--- src/rtl/apb_master.sv ---
// APB requester: valid/ready command in, SETUP/ACCESS transfer out, one-cycle response strobe.
// Define APB_MASTER_TIMEOUT_EN to abort ACCESS after TIMEOUT_CYCLES wait cycles.
module apb_master #(
  parameter int ADDR_W         = 32,
  parameter int DATA_W         = 32,
  parameter int TIMEOUT_CYCLES = 16
) (
  input  logic              PCLK,
  input  logic              PRESETn,
  input  logic              req_valid,
  output logic              req_ready,
  input  logic              req_write,
  input  logic [ADDR_W-1:0] req_addr,
  input  logic [DATA_W-1:0] req_wdata,
  output logic              rsp_valid,
  output logic [DATA_W-1:0] rsp_rdata,
  output logic              rsp_err,
  output logic              PSEL,
  output logic              PENABLE,
  output logic              PWRITE,
  output logic [ADDR_W-1:0] PADDR,
  output logic [DATA_W-1:0] PWDATA,
  input  logic [DATA_W-1:0] PRDATA,
  input  logic              PREADY
);

  typedef enum logic [1:0] {
    IDLE,
    SETUP,
    ACCESS
  } state_t;

  state_t state, state_nx;
  logic   accept;
  logic   done;
  logic   abort;

  if (TIMEOUT_CYCLES < 1) begin : g_bad_timeout
    $error("TIMEOUT_CYCLES must be at least 1");
  end

  assign req_ready = (state == IDLE);
  assign PSEL      = (state != IDLE);
  assign PENABLE   = (state == ACCESS);
  assign accept    = req_valid && req_ready;
  assign done      = (state == ACCESS) && PREADY;

`ifdef APB_MASTER_TIMEOUT_EN
  localparam int CNT_W = $clog2(TIMEOUT_CYCLES) + 1;
  logic [CNT_W-1:0] cnt;

  // Abort on the edge that ends the TIMEOUT_CYCLES-th stalled ACCESS cycle.
  assign abort = (state == ACCESS) && !PREADY &&
                 (cnt == CNT_W'(TIMEOUT_CYCLES - 1));

  always_ff @(posedge PCLK or negedge PRESETn) begin
    if (!PRESETn) begin
      cnt <= '0;
    end else if (state == SETUP) begin
      cnt <= '0;
    end else if ((state == ACCESS) && !PREADY) begin
      cnt <= cnt + 1'b1;
    end
  end

  always_ff @(posedge PCLK or negedge PRESETn) begin
    if (!PRESETn) begin
      rsp_err <= 1'b0;
    end else if (done) begin
      rsp_err <= 1'b0;
    end else if (abort) begin
      rsp_err <= 1'b1;
    end
  end
`else
  assign abort   = 1'b0;
  assign rsp_err = 1'b0;
`endif

  always_ff @(posedge PCLK or negedge PRESETn) begin
    if (!PRESETn) begin
      state <= IDLE;
    end else begin
      state <= state_nx;
    end
  end

  always_comb begin
    state_nx = state;
    unique case (state)
      IDLE:    if (accept) state_nx = SETUP;
      SETUP:   state_nx = ACCESS;
      ACCESS:  if (done || abort) state_nx = IDLE;
      default: state_nx = IDLE;
    endcase
  end

  always_ff @(posedge PCLK or negedge PRESETn) begin
    if (!PRESETn) begin
      PWRITE    <= 1'b0;
      PADDR     <= '0;
      PWDATA    <= '0;
      rsp_valid <= 1'b0;
      rsp_rdata <= '0;
    end else begin
      rsp_valid <= done || abort;
      if (accept) begin
        PWRITE <= req_write;
        PADDR  <= req_addr;
        PWDATA <= req_wdata;
      end
      if (done) begin
        rsp_rdata <= PWRITE ? '0 : PRDATA;
      end else if (abort) begin
        rsp_rdata <= '0;
      end
    end
  end

endmodule

--- config.mk ---
export PLATFORM = sky130hd
export DESIGN_NAME = apb_master
export DESIGN_NICKNAME = d
export VERILOG_FILES = /design/src/rtl/apb_master.sv
export SDC_FILE = /design/constraint.sdc
export NUM_CORES = 1
export LEC_CHECK = 0
export BUFFER_PORTS_ARGS = -buffer_cell sky130_fd_sc_hd__buf_2
export CORE_MARGIN = 10
export CORE_UTILIZATION = 49
export DETAILED_ROUTE_END_ITERATION = 7
export PLACE_DENSITY = 0.88
export RECOVER_POWER = 25
export SYNTH_ARGS = -nofsm -noshare
export SYNTH_HDL_FRONTEND = slang
export SYNTH_SLANG_ARGS = --single-unit
--- constraint.sdc ---
create_clock -name PCLK -period 2.8 [get_ports PCLK]
set_clock_uncertainty 0.15 [all_clocks]
set_input_delay 0.14 -clock PCLK [delete_from_list [all_inputs] [get_ports PCLK]]
set_output_delay 0.14 -clock PCLK [all_outputs]
set_load 0.02 [all_outputs]
# Yosys cells after proc, flatten, opt, wreduce, memory -nomap -nowiden
# Cells that the tools add are included.
op_classes:
  eq_ne: 4
  n_mux: 4
  reduce_logical: 5
op_table:
  columns: ["cell", "count"]
  rows:
  - ["32-bit 2-to-1 mux", 1]
  - ["2-bit one-hot mux with 3 select lines", 1]
  - ["2-bit 2-to-1 mux", 2]
  - ["2-bit by 1-bit != test with 1-bit output (second input constant)", 2]
  - ["2-bit by 1-bit equality test with 1-bit output (second input constant)", 1]
  - ["2-bit equality test (second input constant)", 1]
  - ["1-bit logical AND", 2]
  - ["2-bit zero test", 1]
  - ["2-bit AND reduction", 1]
  - ["2-bit nonzero test", 1]
totals:
  reg_bits: 100
  inputBits: 101
  output_inout_bits: 102
  elab_cells: 19

# Depth between registers and ports, before layout
# Gate-level depths: netlist of run 1.
depth:
  ltp_word: 4
  mapped_depth: 4
  ltp_nobuf: 2

# Worst setup path after synthesis of run 1
# OpenSTA, ideal clock, no wires.
synth_path:
  kind: "register -> register"
  start: "register state[0]"
  end: "register PADDR[0]"
  setup_ps: 127
  arrival_time_ps: 1281
  required_time_ps: 2523
  slack_ps: 1242
  path_stages_with_launch: 5
  n_path_buf: 2
  period_less_slack_ps: 1558
  path_cell_list: "dfrtp_1 nor3b_2 buf_4 buf_6 mux2_1"
synth_between:
  elab_chain_len: 2
synth_lines:
  columns: ["item", "line_no", "text"]
  rows:
  - ["start: declaration", "33", "state_t state, state_nx;"]
  - ["start signal: assignment", "84", "state <= state_nx;"]
  - ["2-bit zero test", "42", "assign req_ready = (state == IDLE);"]
  - ["1-bit logical AND", "45", "assign accept = req_valid && req_ready;"]
  - ["end signal: assignment", "109", "PADDR <= req_addr;"]
  - ["end: declaration", "21", "output logic [ADDR_W-1:0] PADDR,"]
# No other way between the ends.
# A chain may end at the register's enable or synchronous reset.

# Final worst setup path of run 1
layout_path:
  start: "register state[0]"
  end: "register rsp_rdata[11]"
layout_between:
  elab_chain_len: 2
layout_lines:
  columns: ["item", "line_no", "text"]
  rows:
  - ["2-bit equality test", "46", "assign done = (state == ACCESS) && PREADY;"]
  - ["1-bit logical AND", "46", null]
  - ["end signal: assignment", "113", "rsp_rdata <= PWRITE ? '0 : PRDATA;"]
  - ["end: declaration", "16", "output logic [DATA_W-1:0] rsp_rdata,"]
# No other way between the ends.

==> results of run 1 <==
## critical path, cell delays in order (launching register included)
cell	delay (ns)
dfrtp_1	0.46
and3b_2	0.61
buf_4	0.32
mux2_4	0.32
## placed cells by master (no fill, tap or decap)
cell type / netlist / layout
buf_2: 2 / 172
dfrtp_1: 100 / 100
dlygate4sd3_1: 0 / 79
mux2_1: 39 / 39
nor2b_1: 33 / 33
mux2_4: 29 / 29
mux2_2: 29 / 29
clkbuf_1: 3 / 29
clkbuf_8: 0 / 12
buf_4: 2 / 4
diode_2: 0 / 2
bufinv_16: 0 / 2
buf_12: 0 / 2
nor2_1: 1 / 1
inv_1: 1 / 1
and3b_2: 0 / 1
nor3b_4: 0 / 1
nand2b_1: 1 / 1
mux2i_1: 1 / 1
conb_1: 1 / 1
clkinvlp_4: 0 / 1
clkbuf_2: 0 / 1
## metrics by stage
stage	total power, uW	worst slack, ns	util	instance area (um2)	instances
floorplan	4460	1.24	-	4090	252
global placement	5430	0.856	0.633	5180	549
detailed placement	5560	0.822	0.633	5180	549
CTS	6700	0.804	0.756	6180	642
global route	7010	0.732	0.755	6170	646
finish	6640	0.812	0.755	6170	646
## power by group
part / leakage (uW) / internal (uW) / switching, uW
registers: 0.00121 / 2120 / 373
logic: 0.00167 / 1290 / 1810
clock network: 0.000116 / 578 / 466
total: 0.00300 / 3990 / 2650
## state kept, by name (all words and copies together) (netlist names)
| register | count |
|---|---|
| PADDR | 32 |
| PWDATA | 32 |
| PWRITE | 1 |
| rsp_rdata | 32 |
| rsp_valid | 1 |
| state | 2 |
## logic make-up (layout without fill, tap and decap cells)
kind of cell,Yosys count,after routing,synth area share
buffers and inverters,16,303,0.0319
DFF,100,100,0.613
muxes,98,98,0.296
other,1,3,0.000918
and+or+nand+nor,37,37,0.0582
## worst paths after layout
path,startpoint,to,slack [ns]
max in group asynchronous,PRESETn,PWDATA[24],1.21
worst min-delay path,PRDATA[23],rsp_rdata[23],0.01
worst min register to register,PADDR[30],PADDR[30],0.34
min in group asynchronous,PRESETn,PADDR[24],0.42
worst max-delay path,state[0],rsp_rdata[11],0.81
worst max register to register,state[0],rsp_rdata[11],0.81
## per-layer routing
metal  up-vias  wire, um
li1       1417         -
met1      1510      4430
met2       152      6430
met3        36       944
met4         0       500
met5         -         0
## layout make-up
type	count	area [um2]
well taps	105	131
inverters	1	3.75
multi-input cells	136	1460
diodes	2	5.00
repair buffers	286	1830
clock inverters	3	67.6
flip-flops and latches	100	2500
clock buffers	13	169
fillers	540	2000
==> impl_results.md, run 1 <==
- Met3 Track Usage GR: 0.0731
- Hold Path Depth: 3
- Worst Path Arrival: 2.06 ns
- Die area: ~12000 um2
- Post-synth net total: 353
- Worst setup SP type: flop
- Synth warnings: 0
- Top Usage Layer GRT: met2
- Power density cells: 1080 nW/um2
- Data required, critical path: 2.87 ns
- Pin slew with the least headroom to its limit: 1.16 ns
- Remaining DRCs: 0
- Minimum clock period: between 1.5 and 2 ns
- Worst-path maximum fanout: 18
- IO Pins: 203
- Synth top area cells: dfrtp_1 61%, mux2_1 11%, mux2_4 11%
- Clock buffer depth: 2
- CTS tree: yes
- First drt pass iteration count: 4
- DRT iter0 DRCs: 140
- Worst-Skew Late Latency: 0.33 ns
- Clock sinks: 100
- Die X-Extent: approximately 110 um
- Via density: 4.82
- GRT Total Usage: 0.195
- Cells after Synth: 252
- Async set or reset register ratio after synthesis: 1.00
- Initial Util: 0.500
- Predominant post-synthesis flop cell: dfrtp_1
- Mean Syn Cell Area: 16.2 um2
- H-tree Lvls: 3
- Synth cell count leaders: 100 x dfrtp_1, 39 x mux2_1, 33 x nor2b_1
- Status: completed
- Count leader, synth: dfrtp_1
- Unrepaired setup endpoints after global routing: false
- Post-synthesis cell area: 4090 um2
- Leading area contributor after synthesis: dfrtp_1
- Die Y-Extent: 111 um
- Initial antenna violation count: 2
- Vias in the first global route: between 3000 and 4000
- Area growth, synth to finish: 51.1%
- Largest net degree at the start of global routing: 55
- Pins Over Slew Limit: 0
- Setup violators final: 0
- First-pass GRT wire length: 19600 um
- Hold crit path type: in -> reg
- Slew Limit Headroom: 0.226
- Final HPWL DP: 8260 um
- CP Class: reg -> reg
- VDD IR max: 0.679 mV
- Lkg Pwr: 0.00300 uW
- Top cell type's share of synthesized area: 0.613
- Row count: 33
- # Max-Cap Violations: 0
- TritonCTS buffer count: 9
- Post-CTS Hold Fix Bufs: 77
- GP Congestion: 0.770
- Reg2reg path depth: 3
- Final Hold Viols: 0
- Number of synthesized flops with an enable pin: 0
- Post-CTS resize count: 0
- Clk pin slew, worst setup/hold paths: 0.09 ns
- Yosys cell types: 16
- WL/cell: 19.0 um
- Met1 global-route usage: 0.208
- Layout cells sized above 1: 0.471
- Core area: about 8000 um2
- Final period utilization: 0.710
- Crit path capture type: flop
- CTS root buffer: clkbuf_8
- Routed WL: around 12000 um
- Hold_ws: 0.0123 ns
- Sequential share of the synthesized area: 0.613
- Grt total ovfl: 0
- Post-CTS setup buffer count: 0
- Vias: approximately 3100
- Fin Setup TNS: 0 ns
- F_max: 0.503 GHz
- # nets final: 635
- Met2 Usage GRT: 0.330
- Port Buffers: between 200 and 250
- Seq cells post-synth: 100
- Antenna Violating Nets Remaining: 0
Note: power is estimated with default switching activity, not from simulation.
==> run 2: changes to the inputs <==
- CORE_UTILIZATION: 49 -> 46
- PLACE_DENSITY: 0.88 -> 0.83
- clock period: 2.8 -> 2 ns (I/O delays scaled with it)
==> impl_results.md, run 2 (synthesis gave the netlist of run 1 again) <==
- Data required, critical path: 2.07 ns
- IO Pins: 203
- Fill count: ~540
- Remaining DRCs: 0
- GRT Total Usage: 0.186
- DRT iter0 DRCs: 163
- Pwr Total: 9260 uW
- Worst-Skew Late Latency: 0.34 ns
- Port Buffers: 201
- Die area: 13000 um2
- Post-CTS resize count: 0
- Final period utilization: 0.883
- Antenna Violating Nets Remaining: 0
- Hold crit path type: in -> reg
- Min-delay src: req_valid
- First-pass GRT wire length: between 15000 and 20000 um
- R2R Path End: PWDATA[17]
- Final Hold Viols: 0
- Pins Over Slew Limit: 0
- First drt pass iteration count: 4
- F_max: roughly 0.57 GHz
- Core area: 8680 um2
- GP Congestion: 0.730
- Most common cell after layout, fill and taps aside: buf_2
- TritonCTS buffer count: 9
- Leading cell types in the layout, fill and taps excluded: 200 x buf_2, 100 x dfrtp_1, 99 x dlygate4sd3_1, 39 x mux2_1, 33 x nor2b_1
- Die Y-Extent: roughly 110 um
- Fin Setup TNS: 0 ns
- Clock sinks: 100
- Initial antenna violation count: 1
- Lkg Pwr: 0.00314 uW
- Hold_ws: about 0.19 ns
- Setup violators final: 0
- Row count: 34
- RR Startpoint: state[0]
- Vias: 3171
- # Max-Cap Violations: 0
- Power density cells: 1450 nW/um2
- Via density: roughly 4.7
- Worst-path maximum fanout: 28
- Slew Limit Headroom: 0.399
- R2R Setup Slk: ~0.23 ns
- Hold endpoint: state[0]
- Routed WL: between 10000 and 15000 um
- Die X-Extent: 114 um
- Clk pin slew, worst setup/hold paths: around 0.08 ns
- Top Registers: PADDR x32, PWDATA x32, rsp_rdata x32
- Minimum clock period: 1.77 ns
- VDD IR max: 0.828 mV
- Clock buffer depth: 2
- Pin slew with the least headroom to its limit: 0.901 ns
- Area growth, synth to finish: 56.4%
- Grt total ovfl: 0
- CP Class: reg -> reg
- # nets final: between 600 and 700
- CTS tree: yes
- Vias in the first global route: 3695
- Unrepaired setup endpoints after global routing: false
- CTS root buffer: clkbuf_8
- H-tree Lvls: 3
- Status: completed
- Crit path capture type: flop
- Worst setup SP type: flop
- Hold Path Depth: 3
- Reg2reg path depth: 3
- Worst Path Arrival: 1.84 ns
- Initial Util: 0.471
- Largest net degree at the start of global routing: 46
- Final HPWL DP: 8120 um
- WL/cell: between 15 and 20 um
- Layout cells sized above 1: 0.499
==> run 2: report_power, final <==
| part | switching, uW | internal (uW) | total, uW |
|---|---|---|---|
| clock network | 645 | 700 | 1340 |
| registers | 497 | 2970 | 3460 |
| logic | 2530 | 1920 | 4450 |
==> run 2: worst max-delay path, cell delays in order (launching register included) <==
cell and delay, ns:
dfrtp_1 0.45, nor3b_4 0.27, buf_4 0.38, mux2_2 0.40
==> run 2: area by class of cell <==
cell class | instances | area, um2 | share of cell area
clock buffers | 11 | 131 | 0.0206
well taps | 108 | 135 | 0.0211
clock inverters | 4 | 75.1 | 0.0117
multi-input cells | 136 | 1460 | 0.229
repair buffers | 307 | 2080 | 0.325
inverters | 1 | 3.75 | 0.000587
diodes | 1 | 2.50 | 0.000392
flip-flops and latches | 100 | 2500 | 0.392
==> run 2: repair_timing <==
item | CTS | global route
hold buffers | 99 | 0
setup endpoints to repair | 0 | 0
endpoints found under the hold margin | 198 | 0
buffers inserted | 0 | 0
==> run 2: worst max path at each step <==
stage / start / to / slack (ns) / cells after the start
after floorplan: state[0] / PADDR[0] / 0.44 / 4
after global placement: state[0] / PWDATA[21] / 0.28 / 3
after detailed placement: state[0] / PWDATA[21] / 0.25 / 3
after CTS: state[0] / PWDATA[19] / 0.24 / 3
after global routing: PRESETn / PADDR[3] / 0.09 / 3
final: state[0] / PWDATA[17] / 0.23 / 3
==> run 2: metal layers <==
metal,track usage,vias up,wire length (um)
li1,-,1456,-
met1,0.186,1569,4400
met2,0.343,124,6690
met3,0.0676,22,948
met4,0.0660,0,318
met5,0,-,0
==> run 2: stage by stage <==
stage | cells | cell area [um2] | setup slack, ns | util
after detailed placement | 553 | 5200 | 0.245 | 0.599
after global placement | 553 | 5200 | 0.280 | 0.599
after CTS | 667 | 6400 | 0.236 | 0.737
after global routing | 668 | 6390 | 0.0948 | 0.736
after floorplan | 252 | 4090 | 0.442 | -
final | 668 | 6390 | 0.235 | 0.736
